File: src/rtl/cam_ov7670_tx.sv
// cam_ov7670_tx
//
// Synthetic OV7670-style camera transmitter. Produces a free-running pixel
// clock (clk/2), VSYNC, HREF and an RGB565 byte stream (high byte first)
// filled with a selectable test pattern. Stands in for the physical sensor
// so the capture -> buffer -> display chain can run without hardware.
//
// Ports:
//   clk          in   system clock (camera xclk domain), only clock
//   rst          in   asynchronous active-low reset
//   enable       in   start / continue frame generation (sampled on byte edges)
//   pattern_sel  in   0 bars, 1 gradient, 2 solid, 3 checker
//   solid_color  in   RGB565 value used by the solid pattern
//   CAM_pclk     out  pixel clock = clk/2
//   CAM_vsync    out  frame sync, active high
//   CAM_href     out  line valid, active high
//   CAM_px_data  out  pixel byte, zero while CAM_href is low
//   frame_done   out  one-clk pulse on the byte edge that leaves VFRONT
//   frame_cnt    out  completed frames, wraps 255 -> 0
//   dbg_state    out  current FSM state (debug visibility)
//
// Timing contract: a "byte edge" is the clk edge on which CAM_pclk falls.
// Every register except the pclk divider only changes on byte edges, and all
// stream outputs are decoded from those registers, so CAM_vsync, CAM_href and
// CAM_px_data are stable across each CAM_pclk rising edge.
module cam_ov7670_tx #(
  parameter int H_ACTIVE    = 160,
  parameter int V_ACTIVE    = 120,
  parameter int H_BLANK     = 144,
  parameter int VSYNC_LINES = 3,
  parameter int V_BACK      = 17,
  parameter int V_FRONT     = 10
) (
  input  logic        clk,
  input  logic        rst,
  input  logic        enable,
  input  logic [1:0]  pattern_sel,
  input  logic [15:0] solid_color,
  output logic        CAM_pclk,
  output logic        CAM_vsync,
  output logic        CAM_href,
  output logic [7:0]  CAM_px_data,
  output logic        frame_done,
  output logic [7:0]  frame_cnt,
  output logic [2:0]  dbg_state
);

  localparam int L           = 2 * H_ACTIVE + H_BLANK;
  localparam int TOTAL_LINES = VSYNC_LINES + V_BACK + V_ACTIVE + V_FRONT;
  localparam int HW          = $clog2(L);
  localparam int VW          = $clog2(TOTAL_LINES);

  typedef enum logic [2:0] {
    S_IDLE   = 3'd0,
    S_VSYNC  = 3'd1,
    S_VBACK  = 3'd2,
    S_ACTIVE = 3'd3,
    S_VFRONT = 3'd4
  } state_t;

  state_t        state_q, state_d;
  logic [HW-1:0] hcnt_q, hcnt_d;
  logic [VW-1:0] vcnt_q, vcnt_d;
  logic          pclk_q;
  logic [1:0]    pat_q, pat_d;
  logic [15:0]   solid_q, solid_d;
  logic [7:0]    frame_cnt_q, frame_cnt_d;
  logic          frame_done_q, frame_done_d;

  logic          byte_edge;
  logic          line_end;
  logic [VW-1:0] lines_m1;
  logic [31:0]   x_ext, y_ext, bar_idx;
  logic [15:0]   bar_px, pixel;
  logic          href;

  // pclk is high during the clk cycle that precedes a falling pclk edge.
  assign byte_edge = pclk_q;
  assign line_end  = (hcnt_q == HW'(L - 1));

  // vcnt counts lines within the current state; this is its last value.
  always_comb begin
    lines_m1 = '0;
    case (state_q)
      S_VSYNC:  lines_m1 = VW'(VSYNC_LINES - 1);
      S_VBACK:  lines_m1 = VW'(V_BACK - 1);
      S_ACTIVE: lines_m1 = VW'(V_ACTIVE - 1);
      S_VFRONT: lines_m1 = VW'(V_FRONT - 1);
      default:  lines_m1 = '0;
    endcase
  end

  always_comb begin
    state_d      = state_q;
    hcnt_d       = hcnt_q;
    vcnt_d       = vcnt_q;
    pat_d        = pat_q;
    solid_d      = solid_q;
    frame_cnt_d  = frame_cnt_q;
    frame_done_d = 1'b0;
    if (byte_edge) begin
      if (state_q == S_IDLE) begin
        if (enable) begin
          state_d = S_VSYNC;
          hcnt_d  = '0;
          vcnt_d  = '0;
          pat_d   = pattern_sel;
          solid_d = solid_color;
        end
      end else if (!line_end) begin
        hcnt_d = hcnt_q + HW'(1);
      end else begin
        hcnt_d = '0;
        if (vcnt_q != lines_m1) begin
          vcnt_d = vcnt_q + VW'(1);
        end else begin
          vcnt_d = '0;
          case (state_q)
            S_VSYNC:  state_d = S_VBACK;
            S_VBACK:  state_d = S_ACTIVE;
            S_ACTIVE: state_d = S_VFRONT;
            S_VFRONT: begin
              frame_done_d = 1'b1;
              frame_cnt_d  = frame_cnt_q + 8'd1;
              // Re-enabling before this edge chains frames with no IDLE gap.
              if (enable) begin
                state_d = S_VSYNC;
                pat_d   = pattern_sel;
                solid_d = solid_color;
              end else begin
                state_d = S_IDLE;
              end
            end
            default:  state_d = S_IDLE;
          endcase
        end
      end
    end
  end

  always_ff @(posedge clk or negedge rst) begin
    if (!rst) begin
      state_q      <= S_IDLE;
      hcnt_q       <= '0;
      vcnt_q       <= '0;
      pclk_q       <= 1'b0;
      pat_q        <= 2'd0;
      solid_q      <= 16'd0;
      frame_cnt_q  <= 8'd0;
      frame_done_q <= 1'b0;
    end else begin
      state_q      <= state_d;
      hcnt_q       <= hcnt_d;
      vcnt_q       <= vcnt_d;
      pclk_q       <= ~pclk_q;
      pat_q        <= pat_d;
      solid_q      <= solid_d;
      frame_cnt_q  <= frame_cnt_d;
      frame_done_q <= frame_done_d;
    end
  end

  // Pixel generation; x is the pixel column (two bytes per pixel), y the
  // active line index.
  always_comb begin
    x_ext   = 32'(hcnt_q >> 1);
    y_ext   = 32'(vcnt_q);
    bar_idx = (x_ext << 3) / 32'(H_ACTIVE);
    case (bar_idx)
      32'd0:   bar_px = 16'hFFFF;
      32'd1:   bar_px = 16'hFFE0;
      32'd2:   bar_px = 16'h07FF;
      32'd3:   bar_px = 16'h07E0;
      32'd4:   bar_px = 16'hF81F;
      32'd5:   bar_px = 16'hF800;
      32'd6:   bar_px = 16'h001F;
      default: bar_px = 16'h0000;
    endcase
    case (pat_q)
      2'd0:    pixel = bar_px;
      2'd1:    pixel = 16'(((x_ext & 32'h1F) << 11) | ((y_ext & 32'h3F) << 5) | (x_ext & 32'h1F));
      2'd2:    pixel = solid_q;
      default: pixel = (x_ext[3] ^ y_ext[3] ^ frame_cnt_q[0]) ? 16'hFFFF : 16'h0000;
    endcase
    href = (state_q == S_ACTIVE) && (hcnt_q < HW'(2 * H_ACTIVE));
  end

  assign CAM_pclk    = pclk_q;
  assign CAM_vsync   = (state_q == S_VSYNC);
  assign CAM_href    = href;
  assign CAM_px_data = !href ? 8'h00 : (hcnt_q[0] ? pixel[7:0] : pixel[15:8]);
  assign frame_done  = frame_done_q;
  assign frame_cnt   = frame_cnt_q;
  assign dbg_state   = state_q;

endmodule

File: config.mk
export PLATFORM = sky130hd
export DESIGN_NAME = cam_ov7670_tx
export DESIGN_NICKNAME = d
export VERILOG_FILES = /design/src/rtl/cam_ov7670_tx.sv
export SDC_FILE = /design/constraint.sdc
export NUM_CORES = 1
export LEC_CHECK = 0
export CORE_MARGIN = 1
export CORE_UTILIZATION = 35
export CTS_CLUSTER_DIAMETER = 150
export DETAILED_ROUTE_END_ITERATION = 10
export GPL_ROUTABILITY_DRIVEN = 0
export PLACE_DENSITY = 0.62
export SYNTH_ARGS = -nofsm -noshare
export SYNTH_HDL_FRONTEND = slang
export SYNTH_SLANG_ARGS = --single-unit
File: constraint.sdc
create_clock -name clk -period 3.3 [get_ports clk]
set_input_delay 0.66 -clock clk [delete_from_list [all_inputs] [get_ports clk]]
set_output_delay 0.66 -clock clk [all_outputs]
set_load 0.01 [all_outputs]
==> flow_summary_export.csv <==
group,metric,value,unit
hold_path,min_to,"frame_cnt[7]",
logic_synthesis,syn_area,0.002928,mm^2
timing,setup_viol,0,
place,dp_slack,-124.1,ps
worst_setup_path,ff2ff_path_depth,7,
drt,vias,2542,
layout,seq_area,0.001201,mm^2
timing,setup_tns,0,ps
clocking,numCtsBuffers,5,
floorplanning,dieArea,0.008735,mm^2
floorplanning,die_y,93.46,um
drt,detail_route.drc_violations,0,
worst_setup_path,critPathMaxFanout,5,
clocking,worstSkewPairLatency,310,ps
run_status,status,"finished clean",
place,dpl.cell_count,447,
floorplanning,coreArea,0.007928,mm^2
timing,clock_skew,6.155,ps
drt,drtIter0Drc,189,
timing,hold_viol,0,
logic_synthesis,synth_top_cell_area_share,0.4103,
worst_setup_path,rrSetupSlack,820,ps
logic_synthesis,synth_fp_nets,334,
drt,wirelength,7238,um
place,io_buffers,43,
timing,achievable-frequency,311.3,MHz
hold_path,whs_path_depth,1,
worst_setup_path,r2r_end,"solid_q[4]",
layout,diodes,0,
logic_synthesis,ys_warn_count,0,
timing,fin_ws,87.81,ps
logic_synthesis,synthArstFlopShare,1.000,
floorplanning,pin_count,44,
clocking,cts_tree,"done",
timing,drv_slew,0,
global_route,grt_first_pass_wirelength,12140,um
drt,routedWlPerCell,15.87,um
logic_synthesis,yosysTopAreaCell,"dfrtp_1",
floorplanning,die_w,93.46,um
pwr,power_density,708.5,mW/mm^2
global_route,grt_overflow,0,
floorplanning,initial_core_util,0.3693,
logic_synthesis,synth_cells,309,
timing,fin_crit_sh,0.9734,
logic_synthesis,synth_cell_types,51,
worst_setup_path,rr_startpoint,"hcnt_q[0]",
global_route,grt_max_degree,49,
logic_synthesis,yosys_most_used_dff,"dfrtp_1",
clocking,path_clk_slew,100,ps
layout,final_layout_size_suffix_gt1_frac,0.1723,
layout,multi_input_area,0.001697,mm^2
place,detailed_place_hpwl,4981,um
clocking,cts_buffer_depth,2,
logic_synthesis,syn_area_per_cell,9.475,um^2
logic_synthesis,netlist_top_cells_area,"dfrtp_1 (41%), mux2_2 (4.6%), mux2_1 (3.8%)",
drt,dr.pass1.iters,4,
logic_synthesis,synth_common_cells,"dfrtp_1 (48), nor2_1 (23), o21ai_0 (20)",
logic_synthesis,synth-seq-cells,48,
hold_path,hp-class,"flop to flop",
global_route,first_global_vias,2439,
floorplanning,row_count,32,
drt,drtAntennaViolNets,0,
global_route,antenna_found_initial,0,
timing,holdWs,481.4,ps
worst_setup_path,criticalPathCategory,"flop to output port",
drt,via_per_inst,5.575,
clocking,h-tree-depth,2,
clocking,clockRootBuffer,"clkbuf_8",
timing,min_period,3212,ps
hold_path,worstHoldStart,"frame_cnt[7]",
clocking,cts.sink_count,48,
worst_setup_path,critPathArrivalTime,2550,ps
run,max_cap_violations,0,
worst_setup_path,start_kind,"flop",
clocking,hold_buffers,0,
layout,nets,378,
logic_synthesis,synth-seq-area-share,0.4103,
layout,final_cells,456,
logic_synthesis,synth-edff-count,0,
timing,slew_headroom,0.2763,
layout,nFillCells,779,
worst_setup_path,crit_required,2640,ps
pwr,ir_drop,0.3531,mV
logic_synthesis,synth_most_common_cell,"dfrtp_1",
global_route,grt_usage,0.1798,
worst_setup_path,end_kind,"output port",
layout,area_growth,24.66,%
timing,tightest_slew,1086,ps
pwr,p_leak,1.510,nW
what timing repair did:
item / 4_1_cts / 5_1_grt
gates cloned: 0 / 0
hold endpoints to repair: 0 / 0
buffers inserted: 0 / 1
pin swaps: 5 / 9
resized for setup: 32 / 11
setup endpoints to repair: 8 / 8
metrics by stage:
step	cell area, um^2	total power, mW	util
finish	3650	2.586	0.4604
global route	3650	2.780	0.4604
CTS	3631	2.591	0.4580
detailed placement	3491	2.156	0.4403
global placement	3491	2.155	0.4403
floorplan	2928	1.769	-
layout make-up:
class | instances | share of cell area
Tap cell | 102 | 0.03497
Sequential cell | 48 | 0.3291
Multi-Input combinational cell | 234 | 0.4649
Inverter | 6 | 0.006171
Clock inverter | 2 | 0.003771
Clock buffer | 6 | 0.02263
Timing Repair Buffer | 58 | 0.1385
critical path, cell delays in order (launching register included):
cell	delay [ps]
dfrtp_1	390
or2_4	270
ha_4	260
nand2b_4	140
nor2_2	40
o311ai_1	230
and3_1	230
o2111ai_4	190
a311oi_1	310
buf_2	180
layout by cell type (no fill, tap or decap), types with 9 or more instances in the layout:
cell type        Yosys  final
a21oi_1             11     10
mux2_2              12     12
nor2b_1              9      9
dfrtp_1             48     48
clkdlybuf4s50_1      0     34
xnor2_1             11     11
mux2_1              10     10
o21ai_0             20     19
nor2_1              23     22
nand2_1             19     19
buf_4                1     15
and3_1              10     10
worst max-delay path by stage:
stage	depth (start not counted)	start	to
6_report	9	hcnt_q[6]	CAM_px_data[2]
5_1_grt	9	hcnt_q[6]	CAM_px_data[3]
4_1_cts	9	hcnt_q[7]	CAM_px_data[3]
3_5_place_dp	9	hcnt_q[7]	CAM_px_data[0]
3_3_place_gp	9	hcnt_q[7]	CAM_px_data[3]
2_1_floorplan	9	hcnt_q[6]	CAM_px_data[0]
power breakdown:
group	switching [mW]	internal (mW)
sequential	0.221	0.759
clock	0.218	0.172
combinational	0.650	0.567
logic make-up after synthesis:
group	share of synthesized area
and+or+nand+nor	0.1962
AOI/OAI and AO/OA	0.1936
DFF	0.4103
buffers and inverters	0.04017
muxes	0.09487
xor gates and xnor gates	0.04786
adders and majority gates	0.01709
routing by layer:
metal  track usage  vias up  wire length [um]
li1              -     1238                 -
met1        0.2478     1220              3510
met2        0.2806       71              3243
met3       0.03496       13               328
met4       0.06154        0               155
met5             0        -                 0
registers in the layout (all words and copies together) (netlist names):
signal	flops
solid_q	16
frame_cnt	8
frame_done	1
hcnt_q	9
dbg_state	3
pat_q	2
vcnt_q	8
CAM_pclk	1
Note: power is estimated with default switching activity, not from simulation.
